<file path="src/rtl/serial_subtractor_if.sv">
// Operand/result bundle for the bit-serial subtractor: start request,
// operands and borrow-in toward the datapath, result and flags back.
interface serial_subtractor_if #(
   parameter int WIDTH = 8
);
   logic             start;
   logic [WIDTH-1:0] A;
   logic [WIDTH-1:0] B;
   logic             Bin;
   logic [WIDTH-1:0] DIFF;
   logic             Bout;
   logic             Ovf;
   logic             Zero;
   logic             busy;
   logic             done;

   modport master (
      output start, A, B, Bin,
      input  DIFF, Bout, Ovf, Zero, busy, done
   );

   modport slave (
      input  start, A, B, Bin,
      output DIFF, Bout, Ovf, Zero, busy, done
   );
endinterface

</file>
<file path="src/rtl/serial_subtractor.sv">
// Bit-serial subtractor: DIFF = A - B - Bin, one bit per clock, LSB first,
// with a registered borrow. Result and flags hold until the next accepted start.
//
// state | meaning
// IDLE  | waiting for start; outputs hold the last result
// RUN   | one difference bit per clock, WIDTH clocks
// FIN   | publish result and flags, pulse done
module serial_subtractor #(
   parameter int WIDTH = 8,
   parameter int CNT_W = 4
) (
   input  logic                clk,
   input  logic                rst,
   serial_subtractor_if.slave  bus
);

   localparam logic [1:0] ST_IDLE = 2'd0;
   localparam logic [1:0] ST_RUN  = 2'd1;
   localparam logic [1:0] ST_FIN  = 2'd2;

   localparam logic [CNT_W-1:0] CNT_LAST = CNT_W'(WIDTH - 1);

   logic [1:0]       state_q,  state_d;
   logic [WIDTH-1:0] a_sh_q,   a_sh_d;
   logic [WIDTH-1:0] b_sh_q,   b_sh_d;
   logic [WIDTH-1:0] res_q,    res_d;
   logic             borrow_q, borrow_d;
   logic [CNT_W-1:0] cnt_q,    cnt_d;
   logic             a_msb_q,  a_msb_d;
   logic             b_msb_q,  b_msb_d;
   logic [WIDTH-1:0] diff_q,   diff_d;
   logic             bout_q,   bout_d;
   logic             ovf_q,    ovf_d;
   logic             zero_q,   zero_d;
   logic             busy_q,   busy_d;
   logic             done_q,   done_d;

   logic bit_a, bit_b, bit_d;

   assign bit_a = a_sh_q[0];
   assign bit_b = b_sh_q[0];
   assign bit_d = bit_a ^ bit_b ^ borrow_q;

   // Next-state and datapath: sequencing, one full-subtractor step per RUN cycle
   always_comb begin
      state_d  = state_q;
      a_sh_d   = a_sh_q;
      b_sh_d   = b_sh_q;
      res_d    = res_q;
      borrow_d = borrow_q;
      cnt_d    = cnt_q;
      a_msb_d  = a_msb_q;
      b_msb_d  = b_msb_q;
      diff_d   = diff_q;
      bout_d   = bout_q;
      ovf_d    = ovf_q;
      zero_d   = zero_q;
      busy_d   = busy_q;
      done_d   = 1'b0;

      case (state_q)
         ST_IDLE: begin
            if (bus.start) begin
               a_sh_d   = bus.A;
               b_sh_d   = bus.B;
               borrow_d = bus.Bin;
               cnt_d    = '0;
               busy_d   = 1'b1;
               state_d  = ST_RUN;
            end
         end
         ST_RUN: begin
            borrow_d = (~bit_a & bit_b) | (~(bit_a ^ bit_b) & borrow_q);
            res_d    = {bit_d, res_q[WIDTH-1:1]};
            a_sh_d   = {1'b0, a_sh_q[WIDTH-1:1]};
            b_sh_d   = {1'b0, b_sh_q[WIDTH-1:1]};
            cnt_d    = cnt_q + CNT_W'(1);
            if (cnt_q == CNT_LAST) begin
               // operand MSBs are only visible here, keep them for the overflow flag
               a_msb_d = bit_a;
               b_msb_d = bit_b;
               busy_d  = 1'b0;
               state_d = ST_FIN;
            end
         end
         ST_FIN: begin
            diff_d  = res_q;
            bout_d  = borrow_q;
            zero_d  = (res_q == '0);
            ovf_d   = (a_msb_q != b_msb_q) && (res_q[WIDTH-1] != a_msb_q);
            done_d  = 1'b1;
            state_d = ST_IDLE;
         end
         default: begin
            busy_d  = 1'b0;
            state_d = ST_IDLE;
         end
      endcase
   end

   // State registers with synchronous reset that aborts any operation
   always_ff @(posedge clk) begin
      if (rst) begin
         state_q  <= ST_IDLE;
         a_sh_q   <= '0;
         b_sh_q   <= '0;
         res_q    <= '0;
         borrow_q <= 1'b0;
         cnt_q    <= '0;
         a_msb_q  <= 1'b0;
         b_msb_q  <= 1'b0;
         diff_q   <= '0;
         bout_q   <= 1'b0;
         ovf_q    <= 1'b0;
         zero_q   <= 1'b0;
         busy_q   <= 1'b0;
         done_q   <= 1'b0;
      end else begin
         state_q  <= state_d;
         a_sh_q   <= a_sh_d;
         b_sh_q   <= b_sh_d;
         res_q    <= res_d;
         borrow_q <= borrow_d;
         cnt_q    <= cnt_d;
         a_msb_q  <= a_msb_d;
         b_msb_q  <= b_msb_d;
         diff_q   <= diff_d;
         bout_q   <= bout_d;
         ovf_q    <= ovf_d;
         zero_q   <= zero_d;
         busy_q   <= busy_d;
         done_q   <= done_d;
      end
   end

   assign bus.DIFF = diff_q;
   assign bus.Bout = bout_q;
   assign bus.Ovf  = ovf_q;
   assign bus.Zero = zero_q;
   assign bus.busy = busy_q;
   assign bus.done = done_q;

endmodule

</file>
<file path="src/flat_wrapper.sv">
// flat-port wrapper written by rule: the top's interface ports become plain ports
module serial_subtractor_flat 
#(
   parameter int WIDTH = 8,
   parameter int CNT_W = 4
)
  (clk, rst, bus_start, bus_A, bus_B, bus_Bin, bus_DIFF, bus_Bout, bus_Ovf, bus_Zero, bus_busy, bus_done);
  serial_subtractor_if #(.WIDTH(WIDTH)) bus_i ();
  input  logic clk;
  input  logic rst;
  input wire logic [$bits(bus_i.start)-1:0] bus_start;
  input wire logic [$bits(bus_i.A)-1:0] bus_A;
  input wire logic [$bits(bus_i.B)-1:0] bus_B;
  input wire logic [$bits(bus_i.Bin)-1:0] bus_Bin;
  output wire logic [$bits(bus_i.DIFF)-1:0] bus_DIFF;
  output wire logic [$bits(bus_i.Bout)-1:0] bus_Bout;
  output wire logic [$bits(bus_i.Ovf)-1:0] bus_Ovf;
  output wire logic [$bits(bus_i.Zero)-1:0] bus_Zero;
  output wire logic [$bits(bus_i.busy)-1:0] bus_busy;
  output wire logic [$bits(bus_i.done)-1:0] bus_done;
  assign bus_i.start = bus_start;
  assign bus_i.A = bus_A;
  assign bus_i.B = bus_B;
  assign bus_i.Bin = bus_Bin;
  assign bus_DIFF = bus_i.DIFF;
  assign bus_Bout = bus_i.Bout;
  assign bus_Ovf = bus_i.Ovf;
  assign bus_Zero = bus_i.Zero;
  assign bus_busy = bus_i.busy;
  assign bus_done = bus_i.done;
  serial_subtractor #(.WIDTH(WIDTH), .CNT_W(CNT_W)) u_core (.clk(clk), .rst(rst), .bus(bus_i));
endmodule
</file>
<file path="config.mk">
export PLATFORM = sky130hd
export DESIGN_NAME = serial_subtractor_flat
export DESIGN_NICKNAME = d
export VERILOG_FILES = /design/src/rtl/serial_subtractor_if.sv /design/src/rtl/serial_subtractor.sv /design/src/flat_wrapper.sv
export SDC_FILE = /design/constraint.sdc
export NUM_CORES = 1
export LEC_CHECK = 0
export CORE_MARGIN = 2
export CORE_UTILIZATION = 45
export CTS_CLUSTER_SIZE = 12
export DETAILED_ROUTE_END_ITERATION = 10
export GPL_ROUTABILITY_DRIVEN = 0
export PLACE_DENSITY = 0.68
export SLEW_MARGIN = 5
export SYNTH_ARGS = -nofsm -noshare
export SYNTH_HDL_FRONTEND = slang
export SYNTH_SLANG_ARGS = --single-unit
</file>
<file path="constraint.sdc">
create_clock -name clk -period 2.7 [get_ports clk]
set_input_delay 0.54 -clock clk [delete_from_list [all_inputs] [get_ports clk]]
set_output_delay 0.54 -clock clk [all_outputs]
set_load 0.02 [all_outputs]
</file>
Word level (Yosys, flattened, before mapping)
Index checks and enable logic that the tools add are counted.
Widths: inputs -> output; s select.
{"block": "word_totals", "ff_bits": 46, "wordCells": 53, "ramBits": 0, "mem_count": 0, "latchBits": 0, "output_inout_bits": 13, "input_bits": 20, "romBits": 0}
{"block": "classes", "div_mod_pow": 0, "n_lt_le_gt_ge": 0, "n_mux": 15, "n_reduce_logical": 8, "bitwise_logic": 8, "shifts": 0, "n_addsub": 1, "mul": 0, "eq_ne": 7}
{"cell": "$pmux 8 s2", "count": 2}
{"cell": "$mux 8", "count": 2}
{"cell": "$logic_not 8->1", "count": 1}
{"cell": "$pmux 4 s2", "count": 1}
{"cell": "$reduce_and 2->1", "count": 3}
{"cell": "$add 4x1->4 const B", "count": 1}
{"cell": "$eq 4x3->1 const B", "count": 1}
{"cell": "$mux 1", "count": 4}
{"cell": "$mux 2", "count": 2}
{"cell": "$mux 4", "count": 1}
{"cell": "$pmux 2 s2", "count": 1}
{"cell": "$not 1->1", "count": 3}
{"cell": "$pmux 1 s3", "count": 1}
{"cell": "$reduce_and 3->1", "count": 1}
{"cell": "$and 1x1->1", "count": 2}
{"cell": "$eq 2x1->1 const B", "count": 1}
{"cell": "$eq 2x2->1 const B", "count": 1}
{"cell": "$logic_not 2->1", "count": 1}
{"cell": "$ne 1x1->1", "count": 2}
{"cell": "$ne 2x1->1 const B", "count": 1}
{"cell": "$ne 2x2->1 const B", "count": 1}
{"cell": "$pmux 1 s2", "count": 1}
{"cell": "$reduce_bool 2->1", "count": 1}
{"cell": "$xor 1x1->1", "count": 2}
{"cell": "2 further kinds", "count": 2}

Longest topological paths before layout
{"block": "depth", "ltp_word": 5, "ltp_mapped": 6}

Least setup slack after synthesis
OpenSTA, ideal clock, no wires.
{"block": "synth_timing", "path_type": "input port to flip-flop", "from": "input port rst", "to": "register u_core.b_sh_q[7]", "n_path_buf": 2, "setup_ns": 0.131, "setup_slack_ns": 1.377, "required_time_ns": 2.569, "arrival_time_ns": 1.193, "path_stages": 3, "cell_sequence": "clkbuf_1 > buf_1 > o22ai_1"}
{"element": "start, declared", "line_no": "flat_wrapper.sv:10", "rtl": "input logic rst;"}
{"element": "end signal, assigned", "line_no": "serial_subtractor.sv:121", "rtl": "b_sh_q <= b_sh_d;"}
{"element": "end, declared", "line_no": "serial_subtractor.sv:25", "rtl": "logic [WIDTH-1:0] b_sh_q, b_sh_d;"}
No word-level cell between the ends.

Worst setup path after layout
{"block": "layout_timing", "from": "register u_core.state_q[0]", "to": "register u_core.cnt_q[3]"}
{"block": "layout_via", "elab_chain_len": 3, "elab_cells_between_ends": 6, "cone_classes": "eq/ne (2); mux (1); reduce/logical (3)"}
{"element": "start, declared", "line_no": "serial_subtractor.sv:23", "rtl": "logic [1:0] state_q, state_d;"}
{"element": "start signal, assigned", "line_no": "serial_subtractor.sv:119", "rtl": "state_q <= state_d;"}
{"element": "$eq 2x1->1 / $logic_not 2->1 (equally long branches)", "line_no": "serial_subtractor.sv:61", "rtl": "case (state_q)"}
{"element": "$reduce_bool 2->1 (no line) / $ne 2x2->1 (equally long branches)"}
{"element": "$reduce_and 2->1 (no line)"}
{"element": "end signal, assigned", "line_no": "serial_subtractor.sv:124", "rtl": "cnt_q <= cnt_d;"}
{"element": "end, declared", "line_no": "serial_subtractor.sv:28", "rtl": "logic [CNT_W-1:0] cnt_q, cnt_d;"}
Parallel ways exist; a longest one is shown, timed or not.
A chain may end at the register's enable or synchronous reset.

==> results.cfg <==
[floorplan]
pin_count = 33
num_rows = 24
start_util = 0.471
die_h_um = 71.8
die_w_um = 71.8
core_mm2 = 0.00438
dieArea_mm2 = 0.00515

[clock_tree]
worstSkewPairLatency_ps = 300
cts-resized-gates = 0
numCtsBuffers = 5
cts_max_level = 2
post_cts_buffers = 0
clk_pin_slew_worst_paths_ps = 90
cts_tree = built
clock_path_buffers = 2
root_buffer = clkbuf_8
cts.sinks = 46
cts_hold_repair.buffers = 0

[detailed_routing]
drt_wl_total_um = 4120
firstDrtPassIters = 4
wire_per_inst_um = 12.3
route.detailed.drc = 0
vias_per_cell = 5.28
vias = 1773
drt_iter0_drc = 92
antenna_left = 0

[logic_synthesis]
synth_top_area_cell = dfxtp_1
synth_top_area_share = 0.446
synth_edf_count = 0
synth_area_per_cell_um2 = 7.95
synthTopCellsByArea = dfxtp_1, a21oi_1, o221a_2, nand2_1, nor2_1
seq_area_frac_synth = 0.446
synth_ff_type = dfxtp_1
synth.distinct_cells = 31
synth_async_sr_flop_share = 0
synth_cells = 260
syn_area_mm2 = 0.00207
syn_nets = 282
ys_warn_count = 0
ys_seq_elements = 46

[sta]
fin_skew_ps = 8.36
rsz0062_at_grt = false
hold_viol_final = 0
slew_headroom = 0.412
fin_crit_ps = 1890
tns_ps = 0
setup_viol = 0
worst_slew_pin_slew_ps = 880
fmax_ghz = 0.529
timing.final.crit_share = 0.700
slew_violations = 0
hold_slack_ps = 454

[placed_design]
port_buffers = 32
hpwl_um = 2800
dpl-instance-area_mm2 = 0.00239

[global_routing]
grt_max_degree = 34
grt_use_met2 = 0.278
grtUsageTotal = 0.174
grt-ovfl-total = 0
grt-busiest-layer = met2
grt_pass1_wl_um = 7190
gr-usage-met1 = 0.225
antenna_found_initial = 0
grt_pass1_vias = 1682
met3_usage = 0.0338

[critical_path]
critical_path.endpoint_type = register
worstPathRequired_ps = 2930
worstSetupPathType = register to register
crit_arrival_ps = 2120
startpoint_type = register
worst-path-max-fanout = 29

[cells_and_area]
layout-area-overhead-vs-synth_pct = 20.9
insertedDiodeCount = 0
num-fill-cells = 427
final_nets = 305
drive_gt1_frac = 0.0986
final_area_mm2 = 0.00250

[min_path]
hold_class = register to register

[outcome]
status = completed

[power_and_ir_drop]
peakVddDrop_uv = 392
p_leak_nw = 0.924
p_per_area_mw_per_mm2 = 560

[job]
drv_cap = 0
-- worst max-delay path, stage by stage, from the launching register on --
cell      delay (ps)
dfxtp_1          900
nand2b_4         340
or3_1            420
a31oi_1          150
-- placed cells by master (no fill, tap or decap) --
cell / count
inv_1: 18
a21oi_1: 54
nor2_1: 33
dfxtp_1: 46
nand2b_4: 1
nor2b_1: 6
buf_12: 1
bufinv_16: 1
clkdlybuf4s50_1: 32
or3_1: 3
o221a_2: 14
buf_4: 3
o22ai_1: 2
fa_1: 1
nor4_1: 2
nor3_1: 2
clkbuf_1: 1
clkinvlp_4: 1
mux2i_1: 1
ha_1: 1
o21bai_1: 1
o21bai_4: 1
a221oi_1: 2
nand3_1: 3
a211oi_1: 2
nand3b_1: 2
clkbuf_8: 5
a22oi_1: 1
a31oi_1: 1
or2_2: 1
nand2_1: 39
nand2b_1: 1
o21ai_0: 2
-- layer usage --
metal,share of wire,wire length [um]
met1,0.50,2040
met2,0.44,1810
met3,0.045,187
met4,0.018,76
met5,0,0
-- cell usage after synthesis (2+ instances only) --
| cell type | number |
|---|---|
| or3_1 | 3 |
| buf_1 | 2 |
| o21ai_0 | 2 |
| nor2_1 | 33 |
| buf_2 | 10 |
| nor3_1 | 2 |
| nand3b_1 | 2 |
| a211oi_1 | 2 |
| nor4_1 | 2 |
| o221a_2 | 14 |
| inv_1 | 18 |
| buf_6 | 2 |
| clkbuf_1 | 5 |
| a21oi_1 | 54 |
| nor2b_1 | 6 |
| dfxtp_1 | 46 |
| nand2_1 | 39 |
| o22ai_1 | 2 |
| a221oi_1 | 2 |
| nand3_1 | 3 |
-- state kept, by name, summed over array words and instances (netlist names) --
name and flops:
u_core.bus.busy 1, u_core.bus.Ovf 1, u_core.b_msb_q 1, u_core.bus.Zero 1, u_core.state_q 2, u_core.a_msb_q 1
u_core.bus.DIFF 8, u_core.bus.done 1, u_core.borrow_q 1, u_core.a_sh_q 8, u_core.cnt_q 4, u_core.res_q 8
u_core.bus.Bout 1, u_core.b_sh_q 8
-- stage by stage --
stage | utilization | setup slack (ps) | instances | power (W)
after global placement | 0.545 | 759 | 328 | 0.000905
final | 0.570 | 811 | 336 | 0.00140
after floorplan | - | 1380 | 260 | 0.000852
after CTS | 0.570 | 812 | 336 | 0.00141
after global routing | 0.570 | 706 | 336 | 0.00146
after detailed placement | 0.545 | 740 | 328 | 0.000908
-- path summary, 6_finish.rpt --
check,cells past startpoint,end,slack (ps),from
hold / removal,2,u_core.bus.Bout,450,u_core.borrow_q
setup / recovery,3,u_core.cnt_q[3],810,u_core.state_q[0]
setup reg to reg,3,u_core.cnt_q[3],810,u_core.state_q[0]
hold reg to reg,2,u_core.bus.Bout,450,u_core.borrow_q
-- layout make-up --
cell class	instances	area [um2]	share of cell area
Multi-Input combinational cell	176	971	0.389
Sequential cell	46	921	0.369
Timing Repair Buffer	36	363	0.145
Clock buffer	6	72.6	0.0291
Inverter	18	67.6	0.0271
Tap cell	52	65.1	0.0261
Clock inverter	2	37.5	0.0150
-- where the power goes --
part	total, W	internal, W	switching [W]
logic	0.000155	0.0000811	0.0000738
registers	0.000737	0.000706	0.0000310
clock network	0.000506	0.000276	0.000229
-- kinds of logic after synthesis --
logic type               share of synthesized area
AO/OA/AOI/OAI                                0.253
buffers and inverters                       0.0842
adder cells (fa/ha/maj)                     0.0157
flip-flops                                   0.446
AND/OR/NAND/NOR                              0.196
multiplexers                               0.00485
(Power assumes the default switching activity.)
